$ cat config.mk
export PLATFORM = sky130hd
export DESIGN_NAME = iter_ctrl
export DESIGN_NICKNAME = d
export VERILOG_FILES = /design/src/rtl/iter_ctrl_pkg.sv /design/src/rtl/iter_ctrl.sv
export SDC_FILE = /design/constraint.sdc
export NUM_CORES = 1
export LEC_CHECK = 0
export CAP_MARGIN = 15
export CORE_ASPECT_RATIO = 0.9
export CORE_MARGIN = 2
export CORE_UTILIZATION = 35
export CTS_CLUSTER_SIZE = 16
export DETAILED_ROUTE_END_ITERATION = 8
export GPL_TIMING_DRIVEN = 0
export SYNTH_ARGS = -nofsm -noshare
export SYNTH_HDL_FRONTEND = slang
export SYNTH_SLANG_ARGS = --single-unit
$ cat constraint.sdc
create_clock -name clk -period 1.8 [get_ports clk]
set_input_delay 0.36 -clock clk [delete_from_list [all_inputs] [get_ports clk]]
set_output_delay 0.36 -clock clk [all_outputs]
set_load 0.1 [all_outputs]
$ cat src/rtl/iter_ctrl_pkg.sv
// Shared encodings for the iteration sequencer.
package iter_ctrl_pkg;

  // 2-bit state encoding, kept as plain constants so legacy code can compare
  // against raw values.
  localparam logic [1:0] S_IDLE = 2'd0;
  localparam logic [1:0] S_LOAD = 2'd1;
  localparam logic [1:0] S_RUN  = 2'd2;
  localparam logic [1:0] S_DONE = 2'd3;

endpackage

$ cat src/rtl/iter_ctrl.sv
// Iteration sequencer: load strobe, len_q step enables with index/last flag,
// then a done pulse. Supports abort, auto-repeat, restart policy and
// back-to-back starts. All outputs decode from registered state only.
module iter_ctrl
  import iter_ctrl_pkg::*;
#(
  parameter int CNT_W            = 4,
  parameter bit RESTART_ON_START = 1'b0
) (
  input  logic             clk,
  input  logic             rst_n,
  input  logic             start,
  input  logic             abort,
  input  logic [CNT_W-1:0] len,
  input  logic             auto_rpt,
  output logic             load,
  output logic             en,
  output logic [CNT_W-1:0] idx,
  output logic             last,
  output logic             done,
  output logic             busy
);

  logic [1:0]       state_q, state_d;
  logic [CNT_W-1:0] idx_q, idx_d;
  logic [CNT_W-1:0] len_q, len_d;
  logic             rpt_q, rpt_d;
  logic             at_last;
  logic             restart;

  // len_q==0 never reaches RUN, but guard the compare so len_q-1 can't
  // alias to all-ones.
  assign at_last = (state_q == S_RUN) && (len_q != '0) &&
                   (idx_q == len_q - CNT_W'(1));
  assign restart = start && RESTART_ON_START;

  // Next-state, counter and latch logic; abort overrides everything.
  always_comb begin
    state_d = state_q;
    idx_d   = idx_q;
    len_d   = len_q;
    rpt_d   = rpt_q;
    if (abort) begin
      state_d = S_IDLE;
      idx_d   = '0;
      rpt_d   = 1'b0;
    end else begin
      case (state_q)
        S_IDLE: begin
          if (start) begin
            len_d   = len;
            rpt_d   = auto_rpt;
            state_d = S_LOAD;
          end
        end
        S_LOAD: begin
          idx_d = '0;
          if (restart) begin
            len_d   = len;
            rpt_d   = auto_rpt;
            state_d = S_LOAD;
          end else if (len_q == '0) begin
            state_d = S_DONE;
          end else begin
            state_d = S_RUN;
          end
        end
        S_RUN: begin
          if (restart) begin
            len_d   = len;
            rpt_d   = auto_rpt;
            idx_d   = '0;
            state_d = S_LOAD;
          end else if (at_last) begin
            idx_d   = '0;
            state_d = S_DONE;
          end else begin
            idx_d = idx_q + CNT_W'(1);
          end
        end
        default: begin // S_DONE
          idx_d = '0;
          if (start) begin
            len_d   = len;
            rpt_d   = auto_rpt;
            state_d = S_LOAD;
          end else if (rpt_q) begin
            state_d = S_LOAD;
          end else begin
            state_d = S_IDLE;
          end
        end
      endcase
    end
  end

  // State registers with asynchronous active-low reset.
  always_ff @(posedge clk or negedge rst_n) begin
    if (!rst_n) begin
      state_q <= S_IDLE;
      idx_q   <= '0;
      len_q   <= '0;
      rpt_q   <= 1'b0;
    end else begin
      state_q <= state_d;
      idx_q   <= idx_d;
      len_q   <= len_d;
      rpt_q   <= rpt_d;
    end
  end

  // idx_q is held at 0 outside RUN, so it drives idx directly.
  assign load = (state_q == S_LOAD);
  assign en   = (state_q == S_RUN);
  assign idx  = idx_q;
  assign last = at_last;
  assign done = (state_q == S_DONE);
  assign busy = (state_q != S_IDLE);

endmodule

==> results of run 1 <==
## layout by cell type (no fill, tap or decap), types with 3 or more instances in the layout
cell type        count
dfrtp_2              3
inv_2                3
ha_2                 3
o21ai_0              3
clkdlybuf4s50_1      7
inv_1                3
clkbuf_4             3
nor2_1               4
clkdlybuf4s15_2      3
buf_2                3
buf_4               12
a21oi_1              5
nand2_1              8
dfrtp_1              7
## through the flow
step	instance area (sq um)	setup slack, ns	hold slack, ns	power, mW	std cells
2_1_floorplan	777	-0.333	0.0644	1.33	78
3_3_place_gp	968	-1.10	0.555	1.51	119
3_5_place_dp	968	-1.15	0.553	1.53	119
4_1_cts	1150	-0.223	0.448	2.10	131
5_1_grt	1200	-0.297	0.481	2.38	136
6_report	1200	-0.229	0.433	2.25	136
## layout make-up
cell class	instances	area, sq um
fill	170	732
multi-input combinational	58	547
sequential	11	283
timing repair buffer	29	265
tap	25	31.3
inverter	7	30.0
clock buffer	4	26.3
buffer	2	18.8
## worst max-delay path, delay by kind of cell (launching register included)
kind / cells / cell delay, ns
adder cells (fa/ha/maj): 1 / 0.19
flip-flops: 1 / 0.37
buffers and inverters: 2 / 0.25
AND/OR/NAND/NOR: 4 / 0.61
## state kept, by name (all words and copies together) (netlist names)
signal	flops
idx	4
len_q	4
state_q	2
rpt_q	1
## logic make-up (layout without fill, tap and decap cells)
group,Yosys count,after routing
AND/OR/NAND/NOR,27,27
XOR/XNOR,6,6
multiplexers,3,3
AO/OA/AOI/OAI,15,15
buffers and inverters,9,42
flip-flops,11,11
adder cells (fa/ha/maj),7,7
## metal layers
| metal | vias up | track usage [%] |
|---|---|---|
| li1 | 331 | - |
| met1 | 313 | 20.6 |
| met2 | 12 | 29.4 |
| met3 | 4 | 1.91 |
| met4 | 0 | 9.47 |
| met5 | - | 0 |
## where the power goes
part | leakage (nW) | total (mW) | internal [mW] | switching [mW]
sequential | 0.137 | 0.415 | 0.319 | 0.0964
clock | 0.0150 | 0.169 | 0.0858 | 0.0836
combinational | 0.336 | 1.67 | 0.756 | 0.913
total | 0.488 | 2.25 | 1.16 | 1.09
## worst max-delay path by stage
stage / from / to / slack (ns) / cells after the start
after floorplan: idx[3] / last / -0.33 / 4
after global placement: len_q[0] / last / -1.10 / 7
after detailed placement: len_q[0] / last / -1.15 / 7
after CTS: len_q[1] / last / -0.22 / 7
after global routing: len_q[1] / last / -0.30 / 7
final: len_q[1] / last / -0.23 / 7
## what timing repair did
| action | 4_1_cts | 5_1_grt |
|---|---|---|
| setup endpoints to repair | 17 | 11 |
| gates resized for setup | 59 | 8 |
| pin swaps | 9 | 1 |
| setup buffers | 9 | 5 |
==> results.toml, run 1 <==
[outcome]
outcome = "complete, but fails checks"
violations = "negative setup slack"

[clock_tree]
cts-root-buf = "clkbuf_4"
cts_buffers = 3
clockBufferDepth = 2
path_clk_slew_ns = 0.07
cts_tree = "built"
numClockSinks = 11
clk_latency_ns = 0.27
htreeDepth = 1
ctsHoldBuffers = 0

[global_route]
first_global_vias = 637
grt_start_max_net_pins = 12
grt-ovfl-total = 0
grt_pass1_wl_mm = 2.84
antenna_found_initial = 0
grt_usage_pct = 16.8

[setup_path]
max_stage_delay_ns = 0.37
end_kind = "output pin"
path_class = "flip-flop to output pin"
r2r-start = "len_q[1]"
path_cells = "inv_2 > ha_2 > nor3b_4 > nor3_4 > nand3_2 > nor2_4 > buf_12"
reg2reg_to = "state_q[1]"
arrival_ns = 1.67
critical_path.slowest_cell = "dfrtp_1"
worstPathRequired_ns = 1.44
startpoint_type = "flip-flop"
rrSetupSlack_ns = -0.10
r2r_cells = 8
cp_max_fo = 3

[logic_synthesis]
synth_fa_ha_area_share_pct = 12.0
synth_area_sq_um = 728
synth_top_cell_area_share_pct = 37.8
synth_compound_area_share_pct = 14.4
synth_most_common_cell = "dfrtp_1"
syn_area_per_cell_sq_um = 9.34
yosysWarningCount = 0
synth_top_family_by_area = "simple AND/OR/NAND/NOR gates"
synthMuxAreaShare_pct = 4.47
synth_seq_cells = 11
synthXorXnorAreaFrac_pct = 7.22
async_flop_share_pct = 100
synthFlopType = "dfrtp_1"
synth.net_count = 94
ys_seq_area_share_pct = 37.8
syn_inst = 78
synth_edf_count = 0
yosys.area.top_type = "dfrtp_1"
yosys-top-cells-area = "dfrtp_1 (38%), ha_1 (12%), xnor2_1 (4.8%)"
synthSimpleGateAreaFrac_pct = 19.4
ys_top_cells_by_count = "dfrtp_1 (11), nand2_1 (8), ha_1 (7), inv_1 (7)"
yosysUniqueCellTypes = 23

[route]
routed_wl_mm = 1.82
routed_via_density = 4.85
drc_errors = 0
ant_nets = 0
dr.pass1.iters = 4
wl_per_cell_um = 13.4
dr.max_layer_used = "met4"
drtIter0Drc = 10
num_vias = 660
met2WireLength_um = 882
met3_length_um = 51
wl_met1_um = 855

[final_layout]
layout-drive-gt1-share_pct = 51.4
nets = 128
syn_to_final_growth_pct = 64.9
diodes = 0
finish.utilization_pct = 62.1

[floorplan]
core_area_sq_um = 1930
std_cell_rows = 15
start_util_pct = 37.7
die-area_sq_um = 2460
top_level_ports = 18
die_w_um = 52.1
die_h_um = 47.3

[power_and_ir_drop]
p_leak_nw = 0.488
p_per_area_nw_per_um2 = 1880
ir_drop_mv = 0.893

[placement]
place_congestion = 0.746
portBuffers = 16
hpwl_mm = 1.20

[timing]
relSlewSlack_pct = 63.6
worstMarginPinSlew_ns = 0.548
final.setup.tns_ns = -0.428
period_share_pct = 113
fmax_ghz = 0.493
drv_slew = 0
rsz0062_at_grt = "true"
setup_viol = 5
worst_slack_ns = -0.229
fin_crit_ns = 2.03
hold_viol = 0
skew_ns = 0.00661

[flow_run]
maxCapViolCount = 0

[min_path]
hold_path_class = "primary input to asynchronous set/reset pin"
Note: power is estimated with default switching activity, not from simulation.
==> inputs of run 2 (changes only) <==
--- a/config.mk
+++ b/config.mk
@@ -6,12 +6,15 @@
 export NUM_CORES = 1
 export LEC_CHECK = 0
 export CAP_MARGIN = 15
+export CELL_PAD_IN_SITES_DETAIL_PLACEMENT = 1
+export CELL_PAD_IN_SITES_GLOBAL_PLACEMENT = 2
 export CORE_ASPECT_RATIO = 0.9
 export CORE_MARGIN = 2
-export CORE_UTILIZATION = 35
+export CORE_UTILIZATION = 25
 export CTS_CLUSTER_SIZE = 16
 export DETAILED_ROUTE_END_ITERATION = 8
 export GPL_TIMING_DRIVEN = 0
+export PLACE_DENSITY_LB_ADDON = 0.1
 export SYNTH_ARGS = -nofsm -noshare
 export SYNTH_HDL_FRONTEND = slang
 export SYNTH_SLANG_ARGS = --single-unit
==> results.toml, run 2 (synthesized netlist as in run 1, its figures left out) <==
[setup_path]
worstPathRequired_ns = 1.44
path_buf_inv = 1
path_class = "flip-flop to output pin"
r2r-start = "len_q[1]"
critical_path.slowest_cell = "dfrtp_1"
reg2reg_to = "state_q[1]"
path_cells = "nor3_2 > xnor2_2 > nand3_2 > nor2_4 > buf_12"
end_kind = "output pin"
cp-startpoint = "len_q[2]"
arrival_ns = 1.67
crit_family = "simple AND/OR/NAND/NOR gates"
startpoint_type = "flip-flop"
rrSetupSlack_ns = -0.20
cp_max_fo = 4
max_stage_delay_ns = 0.49
r2r_cells = 9

[timing]
skew_ns = 0.00153
final.setup.tns_ns = -1.04
rsz0062_at_grt = "true"
hold_viol = 0
worstMarginPinSlew_ns = 0.535
period_share_pct = 113
worst_slack_ns = -0.226
hold_slack_ns = 0.439
fin_crit_ns = 2.03
relSlewSlack_pct = 64.2
setup_viol = 7
fmax_ghz = 0.494
drv_slew = 0

[global_route]
grt_start_max_net_pins = 12
globalRouteMet1Util_pct = 21.3
antenna_found_initial = 0
first_global_vias = 715
grt_usage_pct = 14.3
grtUsageMet2_pct = 21.2
grt_use_met3_pct = 2.11
grt-ovfl-total = 0
grt_pass1_wl_mm = 3.55
busiest_layer = "met1"

[route]
num_vias = 683
wl_per_cell_um = 13.5
routed_via_density = 4.44
ant_nets = 0
dr.pass1.iters = 4
drtIter0Drc = 19
routed_wl_mm = 2.09
drc_errors = 0

[final_layout]
layout_commonest_cell = "buf_4"
nFillCells = 318
final-seq-area_sq_um = 284
layout-drive-gt1-share_pct = 57.9
syn_to_final_growth_pct = 75.3
layout_common_cells = "buf_4 (13), nand2_1 (7), clkdlybuf4s50_1 (7)"
multi_input_area_sq_um = 568
diodes = 0
final_cell_area_sq_um = 1280
finish.utilization_pct = 46.1
nets = 131

[power_and_ir_drop]
p_seq_share_pct = 18.0
p_clk_share_pct = 7.3
p_leak_nw = 0.507
power_switching_mw = 1.13
ir_drop_mv = 0.966
p_per_area_nw_per_um2 = 1860
p_comb_share_pct = 74.7
p_int_mw = 1.24
p_sw_share_pct = 47.7

[placement]
place_congestion = 0.716
portBuffers = 16
placed_area_sq_um = 987
hpwl_mm = 1.44

[floorplan]
die_w_um = 60.9
core_area_sq_um = 2770
die_h_um = 55.2
std_cell_rows = 18
start_util_pct = 26.3
top_level_ports = 18
die-area_sq_um = 3360

[clock_tree]
ctsHoldBuffers = 0
cts_tree = "built"
htreeDepth = 1
clockBufferDepth = 2
path_clk_slew_ns = 0.07
clk_latency_ns = 0.27
numClockSinks = 11
cts_buffers = 3
cts-root-buf = "clkbuf_4"

[flow_run]
maxCapViolCount = 0

[outcome]
violations = "negative setup slack"
outcome = "complete, but fails checks"

[min_path]
hold_path_class = "primary input to asynchronous set/reset pin"
==> run 2: cell count changes in the layout (fill, tap and decap cells not counted), sizes merged <==
| cell | change |
|---|---|
| clkbuf | +3 |
==> run 2: through the flow <==
stage                     total power, mW  setup slack [ns]  std cells
after floorplan                      1.33            -0.333         78
after global placement               1.53             -1.11        134
after detailed placement             1.56             -1.14        134
after CTS                            2.26            -0.196        150
after global routing                 2.54            -0.297        154
final                                2.37            -0.226        154
==> run 2: what timing repair did <==
action | CTS | global route
pin swaps | 12 | 4
cloned | 0 | 0
buffers inserted | 12 | 5
resized for setup | 66 | 11
endpoints found under the setup margin | 17 | 12
==> run 2: routing by layer <==
layer	vias up	share of wire [%]	wire, um
li1	335	-	-
met1	334	49	1020
met2	12	48	1000
met3	2	2.1	44
met4	0	0.77	16
met5	-	0	0
==> run 2: power groups by stage <==
stage | registers (mW) | logic, mW | clock network, mW
after floorplan | 0.408 | 0.926 | 0
after global placement | 0.405 | 1.13 | 0
after detailed placement | 0.407 | 1.15 | 0
after CTS | 0.417 | 1.66 | 0.180
after global routing | 0.442 | 1.90 | 0.198
final | 0.427 | 1.77 | 0.173
==> run 2: how the worst max path moves through the flow <==
stage	to	slack (ns)	cells after the start
finish	last	-0.23	5
detailed placement	last	-1.14	7
floorplan	last	-0.33	4
global route	last	-0.30	7
CTS	last	-0.20	7
global placement	last	-1.11	7
==> run 2: final cells by class <==
type | count | area share, %
clock buffers | 4 | 2.06
well taps | 40 | 3.92
inverters | 7 | 2.35
multi-input cells | 58 | 44.5
flip-flops and latches | 11 | 22.3
repair buffers | 32 | 23.5
plain buffers | 2 | 1.37
